`config.mk`:
```
export PLATFORM = sky130hd
export DESIGN_NAME = alu_mc
export DESIGN_NICKNAME = d
export VERILOG_FILES = /design/src/rtl/alu_mc_pkg.sv /design/src/rtl/alu_mc_muldiv.sv /design/src/rtl/alu_mc.sv
export SDC_FILE = /design/constraint.sdc
export NUM_CORES = 1
export LEC_CHECK = 0
export CORE_MARGIN = 2
export CORE_UTILIZATION = 40
export CTS_CLUSTER_SIZE = 12
export DETAILED_ROUTE_END_ITERATION = 16
export SYNTH_ARGS = -nofsm -noshare
export SYNTH_HDL_FRONTEND = slang
export SYNTH_SLANG_ARGS = --single-unit
```
`constraint.sdc`:
```
create_clock -name clk -period 9.1 [get_ports clk]
set_input_delay 1.365 -clock clk [delete_from_list [all_inputs] [get_ports clk]]
set_output_delay 1.365 -clock clk [all_outputs]
set_load 0.02 [all_outputs]
```
`src/rtl/alu_mc_pkg.sv`:
```
// rtl/alu_mc_pkg.sv - shared opcode constants, FSM states and helpers for alu_mc
//
// Purpose: common definitions imported by alu_mc and alu_mc_muldiv.
// Contents: 6-bit opcode set, top FSM state encoding, iterative-unit
//           operation select, and a predicate that picks out the
//           multi-cycle opcodes.
package alu_mc_pkg;

  localparam int OP_W = 6;

  localparam logic [OP_W-1:0] OP_ADD    = 6'h00;
  localparam logic [OP_W-1:0] OP_SUB    = 6'h01;
  localparam logic [OP_W-1:0] OP_AND    = 6'h02;
  localparam logic [OP_W-1:0] OP_OR     = 6'h03;
  localparam logic [OP_W-1:0] OP_XOR    = 6'h04;
  localparam logic [OP_W-1:0] OP_NOR    = 6'h05;
  localparam logic [OP_W-1:0] OP_SLL    = 6'h06;
  localparam logic [OP_W-1:0] OP_SRL    = 6'h07;
  localparam logic [OP_W-1:0] OP_SRA    = 6'h08;
  localparam logic [OP_W-1:0] OP_MOV_A  = 6'h09;
  localparam logic [OP_W-1:0] OP_MOV_B  = 6'h0A;
  localparam logic [OP_W-1:0] OP_MUL    = 6'h0B;
  localparam logic [OP_W-1:0] OP_DIV    = 6'h0C;
  localparam logic [OP_W-1:0] OP_REMDER = 6'h0D;

  typedef enum logic [1:0] {
    ST_IDLE = 2'd0,
    ST_BUSY = 2'd1,
    ST_DONE = 2'd2
  } state_e;

  typedef enum logic [1:0] {
    MD_MUL = 2'd0,
    MD_DIV = 2'd1,
    MD_REM = 2'd2
  } md_op_e;

  function automatic logic is_iter(input logic [OP_W-1:0] op);
    return (op == OP_MUL) || (op == OP_DIV) || (op == OP_REMDER);
  endfunction

endpackage

```
`src/rtl/alu_mc_muldiv.sv`:
```
// rtl/alu_mc_muldiv.sv - iterative shift-add multiplier and restoring divider
//
// Purpose: computes unsigned MUL (low half + high-half-nonzero flag),
//          DIV and REM in exactly WIDTH iterations after start.
// Ports:
//   clk, rst          clock, asynchronous active-high reset
//   start             load operands (one-cycle pulse)
//   op                MD_MUL / MD_DIV / MD_REM
//   a, b              operands sampled on start
//   done              high during the cycle whose edge performs the last
//                     iteration; result/overflow are valid in that cycle
//   result, overflow  combinational view of the final iteration
module alu_mc_muldiv
  import alu_mc_pkg::*;
#(
  parameter int WIDTH = 32
) (
  input  logic             clk,
  input  logic             rst,
  input  logic             start,
  input  md_op_e           op,
  input  logic [WIDTH-1:0] a,
  input  logic [WIDTH-1:0] b,
  output logic             done,
  output logic [WIDTH-1:0] result,
  output logic             overflow
);

  localparam int CW = $clog2(WIDTH);

  logic             running;
  logic [CW-1:0]    count;
  md_op_e           op_q;
  logic [WIDTH-1:0] b_q;
  // Multiply: {partial high, multiplier low}. Divide: {remainder, quotient}.
  // Both start as {0, a}, so one register serves either unit.
  logic [2*WIDTH-1:0] acc;
  logic [2*WIDTH-1:0] acc_next;
  logic [WIDTH:0]     add_sum;
  logic [WIDTH:0]     rem_shift;
  logic [WIDTH:0]     trial;

  always_comb begin
    add_sum   = {1'b0, acc[2*WIDTH-1:WIDTH]} +
                (acc[0] ? {1'b0, b_q} : {(WIDTH+1){1'b0}});
    rem_shift = {acc[2*WIDTH-1:WIDTH], acc[WIDTH-1]};
    trial     = rem_shift - {1'b0, b_q};
    if (op_q == MD_MUL)
      acc_next = {add_sum, acc[WIDTH-1:1]};
    else if (trial[WIDTH])
      // Trial subtract went negative: restore, quotient bit 0.
      acc_next = {rem_shift[WIDTH-1:0], acc[WIDTH-2:0], 1'b0};
    else
      acc_next = {trial[WIDTH-1:0], acc[WIDTH-2:0], 1'b1};
  end

  assign done = running && (count == CW'(WIDTH - 1));

  always_comb begin
    overflow = 1'b0;
    if (op_q == MD_MUL) begin
      result   = acc_next[WIDTH-1:0];
      overflow = |acc_next[2*WIDTH-1:WIDTH];
    end else if (b_q == '0) begin
      // Divide by zero still runs the full count; answer is forced.
      result = '1;
    end else if (op_q == MD_DIV) begin
      result = acc_next[WIDTH-1:0];
    end else begin
      result = acc_next[2*WIDTH-1:WIDTH];
    end
  end

  always_ff @(posedge clk or posedge rst) begin
    if (rst) begin
      running <= 1'b0;
      count   <= '0;
      op_q    <= MD_MUL;
      b_q     <= '0;
      acc     <= '0;
    end else if (start) begin
      running <= 1'b1;
      count   <= '0;
      op_q    <= op;
      b_q     <= b;
      acc     <= {{WIDTH{1'b0}}, a};
    end else if (running) begin
      acc   <= acc_next;
      count <= count + 1'b1;
      if (done)
        running <= 1'b0;
    end
  end

endmodule

```
`src/rtl/alu_mc.sv`:
```
// rtl/alu_mc.sv - multi-cycle ALU with valid/ready handshake and result register
//
// Purpose: single-cycle ops complete at the accept edge; MUL/DIV/REM use
//          alu_mc_muldiv and complete WIDTH clocks later. Result, flags and
//          tag are held until the consumer takes them.
// Ports:
//   clk, rst                  clock, asynchronous active-high reset
//   in_valid/in_ready         operation handshake; in_op, in_a, in_b, in_tag
//   out_valid/out_ready       result handshake; out_result, out_tag
//   out_zero/negative/carry/overflow/illegal   result flags
//   busy                      iterative op in progress
module alu_mc
  import alu_mc_pkg::*;
#(
  parameter int WIDTH = 32,
  parameter int TAG_W = 4
) (
  input  logic             clk,
  input  logic             rst,
  input  logic             in_valid,
  output logic             in_ready,
  input  logic [OP_W-1:0]  in_op,
  input  logic [WIDTH-1:0] in_a,
  input  logic [WIDTH-1:0] in_b,
  input  logic [TAG_W-1:0] in_tag,
  output logic             out_valid,
  input  logic             out_ready,
  output logic [WIDTH-1:0] out_result,
  output logic             out_zero,
  output logic             out_negative,
  output logic             out_carry,
  output logic             out_overflow,
  output logic             out_illegal,
  output logic [TAG_W-1:0] out_tag,
  output logic             busy
);

  localparam int SH_W = $clog2(WIDTH);

  state_e           state;
  logic             accept;
  logic             iter_op;
  md_op_e           md_op;
  logic             md_done;
  logic             md_overflow;
  logic [WIDTH-1:0] md_result;
  logic [TAG_W-1:0] tag_q;

  logic [WIDTH-1:0] sc_result;
  logic             sc_carry;
  logic             sc_overflow;
  logic             sc_illegal;
  logic [WIDTH:0]   sum_ext;
  logic [WIDTH:0]   diff_ext;
  logic [SH_W-1:0]  shamt;

  assign in_ready = (state == ST_IDLE) || ((state == ST_DONE) && out_ready);
  assign accept   = in_valid && in_ready;
  assign iter_op  = is_iter(in_op);

  always_comb begin
    md_op = MD_MUL;
    if (in_op == OP_DIV)
      md_op = MD_DIV;
    else if (in_op == OP_REMDER)
      md_op = MD_REM;
  end

  alu_mc_muldiv #(.WIDTH(WIDTH)) u_muldiv (
    .clk      (clk),
    .rst      (rst),
    .start    (accept && iter_op),
    .op       (md_op),
    .a        (in_a),
    .b        (in_b),
    .done     (md_done),
    .result   (md_result),
    .overflow (md_overflow)
  );

  always_comb begin
    shamt       = in_b[SH_W-1:0];
    sum_ext     = {1'b0, in_a} + {1'b0, in_b};
    diff_ext    = {1'b0, in_a} - {1'b0, in_b};
    sc_result   = '0;
    sc_carry    = 1'b0;
    sc_overflow = 1'b0;
    sc_illegal  = 1'b0;
    case (in_op)
      OP_ADD: begin
        sc_result   = sum_ext[WIDTH-1:0];
        sc_carry    = sum_ext[WIDTH];
        sc_overflow = (in_a[WIDTH-1] == in_b[WIDTH-1]) &&
                      (sum_ext[WIDTH-1] != in_a[WIDTH-1]);
      end
      OP_SUB: begin
        sc_result   = diff_ext[WIDTH-1:0];
        sc_carry    = diff_ext[WIDTH];  // borrow: a < b unsigned
        sc_overflow = (in_a[WIDTH-1] != in_b[WIDTH-1]) &&
                      (diff_ext[WIDTH-1] != in_a[WIDTH-1]);
      end
      OP_AND:   sc_result = in_a & in_b;
      OP_OR:    sc_result = in_a | in_b;
      OP_XOR:   sc_result = in_a ^ in_b;
      OP_NOR:   sc_result = ~(in_a | in_b);
      OP_SLL:   sc_result = in_a << shamt;
      OP_SRL:   sc_result = in_a >> shamt;
      OP_SRA:   sc_result = $signed(in_a) >>> shamt;
      OP_MOV_A: sc_result = in_a;
      OP_MOV_B: sc_result = in_b;
      OP_MUL, OP_DIV, OP_REMDER: sc_result = '0;  // handled by muldiv
      default:  sc_illegal = 1'b1;
    endcase
  end

  always_ff @(posedge clk or posedge rst) begin
    if (rst) begin
      state        <= ST_IDLE;
      out_valid    <= 1'b0;
      out_result   <= '0;
      out_zero     <= 1'b0;
      out_negative <= 1'b0;
      out_carry    <= 1'b0;
      out_overflow <= 1'b0;
      out_illegal  <= 1'b0;
      out_tag      <= '0;
      busy         <= 1'b0;
      tag_q        <= '0;
    end else begin
      case (state)
        ST_IDLE, ST_DONE: begin
          if (accept) begin
            if (iter_op) begin
              state     <= ST_BUSY;
              busy      <= 1'b1;
              out_valid <= 1'b0;
              tag_q     <= in_tag;
            end else begin
              state        <= ST_DONE;
              out_valid    <= 1'b1;
              out_result   <= sc_result;
              out_zero     <= (sc_result == '0);
              out_negative <= sc_result[WIDTH-1];
              out_carry    <= sc_carry;
              out_overflow <= sc_overflow;
              out_illegal  <= sc_illegal;
              out_tag      <= in_tag;
            end
          end else if ((state == ST_DONE) && out_ready) begin
            state     <= ST_IDLE;
            out_valid <= 1'b0;
          end
        end
        ST_BUSY: begin
          if (md_done) begin
            state        <= ST_DONE;
            busy         <= 1'b0;
            out_valid    <= 1'b1;
            out_result   <= md_result;
            out_zero     <= (md_result == '0);
            out_negative <= md_result[WIDTH-1];
            out_carry    <= 1'b0;
            out_overflow <= md_overflow;
            out_illegal  <= 1'b0;
            out_tag      <= tag_q;
          end
        end
        default: state <= ST_IDLE;
      endcase
    end
  end

endmodule

```
==> metrics.cfg <==
[route]
vias=26800
drt_first_iter_violations=4075
wl_per_cell_um=29.80
first_pass_iters=8
vias_per_cell=6.776
drcViolationCount=0
drtAntennaViolNets=0
finalWirelength_um=117900

[yosys]
synthesis.nets=3496
postSynth.asyncResetShare_pct=100.0
syn_area_sq_um=23540
synth_top_area_share_pct=16.16
synth-edff-count=0
syn_inst=3235
yosys_warnings=0
synth.area.top_cells=dfrtp_1, ha_1, nand2_1
synth_flop_cell=dfrtp_1
syn-mean-instance-area_sq_um=7.277
yosys.cell_types.count=107
synth_top_cell_by_area=dfrtp_1
ys_ff_latch=152
ys_seq_area_share_pct=16.16

[pwr]
ir_drop_uv=182.7
leakagePower_uw=0.01065
p_per_area_nw_per_um2=276.4

[grt]
grt_pass1_vias=24440
grt_pass1_wl_um=169700
antenna_found_initial=5
overflow=0
grt_max_degree=165
grtUsageTotal_pct=37.86

[floorplanning]
ios=122
rows=88
chipHeight_um=246.6
dieArea_sq_um=60810
start_util_pct=40.65
chipWidth_um=246.6
coreArea_sq_um=57920

[setup_path]
slowest_stage=clkdlybuf4s50_1
r2r_start=u_muldiv.acc[31]$_DFFE_PP0P_
reg2reg_to=out_overflow$_DFFE_PP0P_
cp_cell_sequence=clkdlybuf4s50_1 > inv_1 > ha_1 > a21oi_1 > nor2_1 > a211oi_1 > nand2_1 > a31o_2 > a31oi_1 > nand3_1 > a211oi_1 > nand4b_1 > nor4_1 > nand3_1 > o21ai_1
critPathMaxStageDelay_ns=0.85
crit_fanout=16
cp-end-kind=flop
start_kind=primary input
arrival_ns=6.66
critical_path_class=in2reg
r2r_slack_ns=3.00
critPathBufInv=2
reg2regPathDepth=16
crit_required_ns=9.52
path_delay_family=compound AO/OA/AOI/OAI gates

[outcome]
status=finished clean

[sta]
relSlewSlack_pct=7.665
finalSetupTns_ns=0
hold_viol=0
finClkSkew_ns=0.01913
slew_viol_final=0
rsz0062_at_grt=no
fmax_mhz=160.1
max_slew.worst_pin.slew_ns=1.382
finalSetupViolCount=0
finalCritPeriodShare_pct=68.64
period_needed_ns=6.246

[clock_network]
cts_htree_levels=4
hold_buffers=0
clockBufferDepth=2
numClockSinks=152
post_cts_buffers=0
cts-root-buf=clkbuf_16
cts_tree=done
cts_resized=0
clkLatencyLatePin_ns=0.50
cts_made_buffers=17
clkSlewWorstSetupHoldPaths_ns=0.07

[hold_path]
worstHoldPathType=reg2reg
hold_end=out_result[6]$_DFFE_PP0P_
hp-start=out_result[6]$_DFFE_PP0P_
hold_depth=2

[layout]
drive_above_1_share_pct=8.341
stdcell_area_sq_um=25690
final_common_cell=nand2_1
nNetsFinal=3437
stdcell_count=3955
final_cell_mix=nand2_1, nor2_1, a21oi_1
area.growth.synth_to_final_pct=9.136
fill_cells=6048

[placed_design]
place_area_sq_um=25060
hpwl_um=90750
place_inst=3922
gp_congestion=1.048
port_buffers=121

[job]
drv_cap=0

## worst max-delay path by stage
stage               startpoint              endpoint  slack (ns)  depth (start not counted)
floorplan                  rst      busy$_DFFE_PP0P_        3.64                          1
global placement       in_a[8]  out_zero$_DFFE_PP0P_        2.58                         15
detailed placement     in_a[6]  out_zero$_DFFE_PP0P_        2.60                         15
CTS                    in_a[6]  out_zero$_DFFE_PP0P_        3.09                         15
global route           in_a[6]  out_zero$_DFFE_PP0P_        2.68                         15
finish                 in_a[6]  out_zero$_DFFE_PP0P_        2.85                         15
## per-stage QoR
stage	hold WS, ns	power, uW	setup WS [ns]	util, %
2_1_floorplan	0.4455	4630	3.642	-
3_5_place_dp	0.4655	6138	2.601	43.26
5_1_grt	0.5091	7586	2.677	44.36
4_1_cts	0.4881	6939	3.092	44.36
6_report	0.4828	7103	2.854	44.36
3_3_place_gp	0.4573	6071	2.578	43.26
## area by class of cell
cell class / count / area (sq um) / area share (%)
diodes: 1 / 2.502 / 0.009739
repair buffers: 182 / 1669 / 6.496
well taps: 765 / 957.2 / 3.725
flip-flops and latches: 152 / 3809 / 14.82
multi-input cells: 2669 / 18040 / 70.21
clock buffers: 17 / 425.4 / 1.656
inverters: 154 / 583.1 / 2.269
clock inverters: 15 / 209.0 / 0.8132
## tightest hold or removal path: stages (launching register included)
cell and delay, ns:
dfrtp_1 0.35, nand2_1 0.05, o21ai_0 0.06
## routing by layer
layer / up-vias / track usage (%) / share of wire, %
met5: - / 0 / 0.059
met4: 10 / 16.18 / 4.3
met3: 250 / 10.03 / 12
met2: 1735 / 53.78 / 41
met1: 13010 / 53.45 / 43
li1: 11790 / - / -
## cell usage after synthesis, types with 58 or more instances
cell / n
a21oi_1: 251
buf_2: 58
clkbuf_1: 150
dfrtp_1: 152
ha_1: 179
inv_1: 150
mux2i_1: 110
nand2_1: 386
nand3_1: 120
nor2_1: 343
nor3_1: 61
o21ai_0: 250
## cell families after synthesis
family          count (synthesis)  share of synthesized area (%)
fa+ha+maj                     183                          9.853
flops                         152                          16.16
simple gates                 1165                          22.83
mux                           193                          11.29
compound gates               1065                          29.98
buf+inv                       414                          7.547
xor+xnor                       63                          2.344
## state kept, by name, indices dropped and copies added, names as in the netlist
signal            cells
busy                  1
out_carry             1
out_illegal           1
out_negative          1
out_overflow          1
out_result           31
out_tag               4
out_valid             1
out_zero              1
state                 2
tag_q                 4
u_muldiv.acc         64
u_muldiv.b_q         32
u_muldiv.count        5
u_muldiv.op_q         2
u_muldiv.running      1
## where the power goes
| part | switching, uW | total (uW) | internal [uW] |
|---|---|---|---|
| clock | 401 | 781 | 380 |
| combinational | 3270 | 5100 | 1830 |
| sequential | 301 | 1220 | 920 |
| total | 3970 | 7100 | 3130 |
Power figures use the tool's default switching activity.
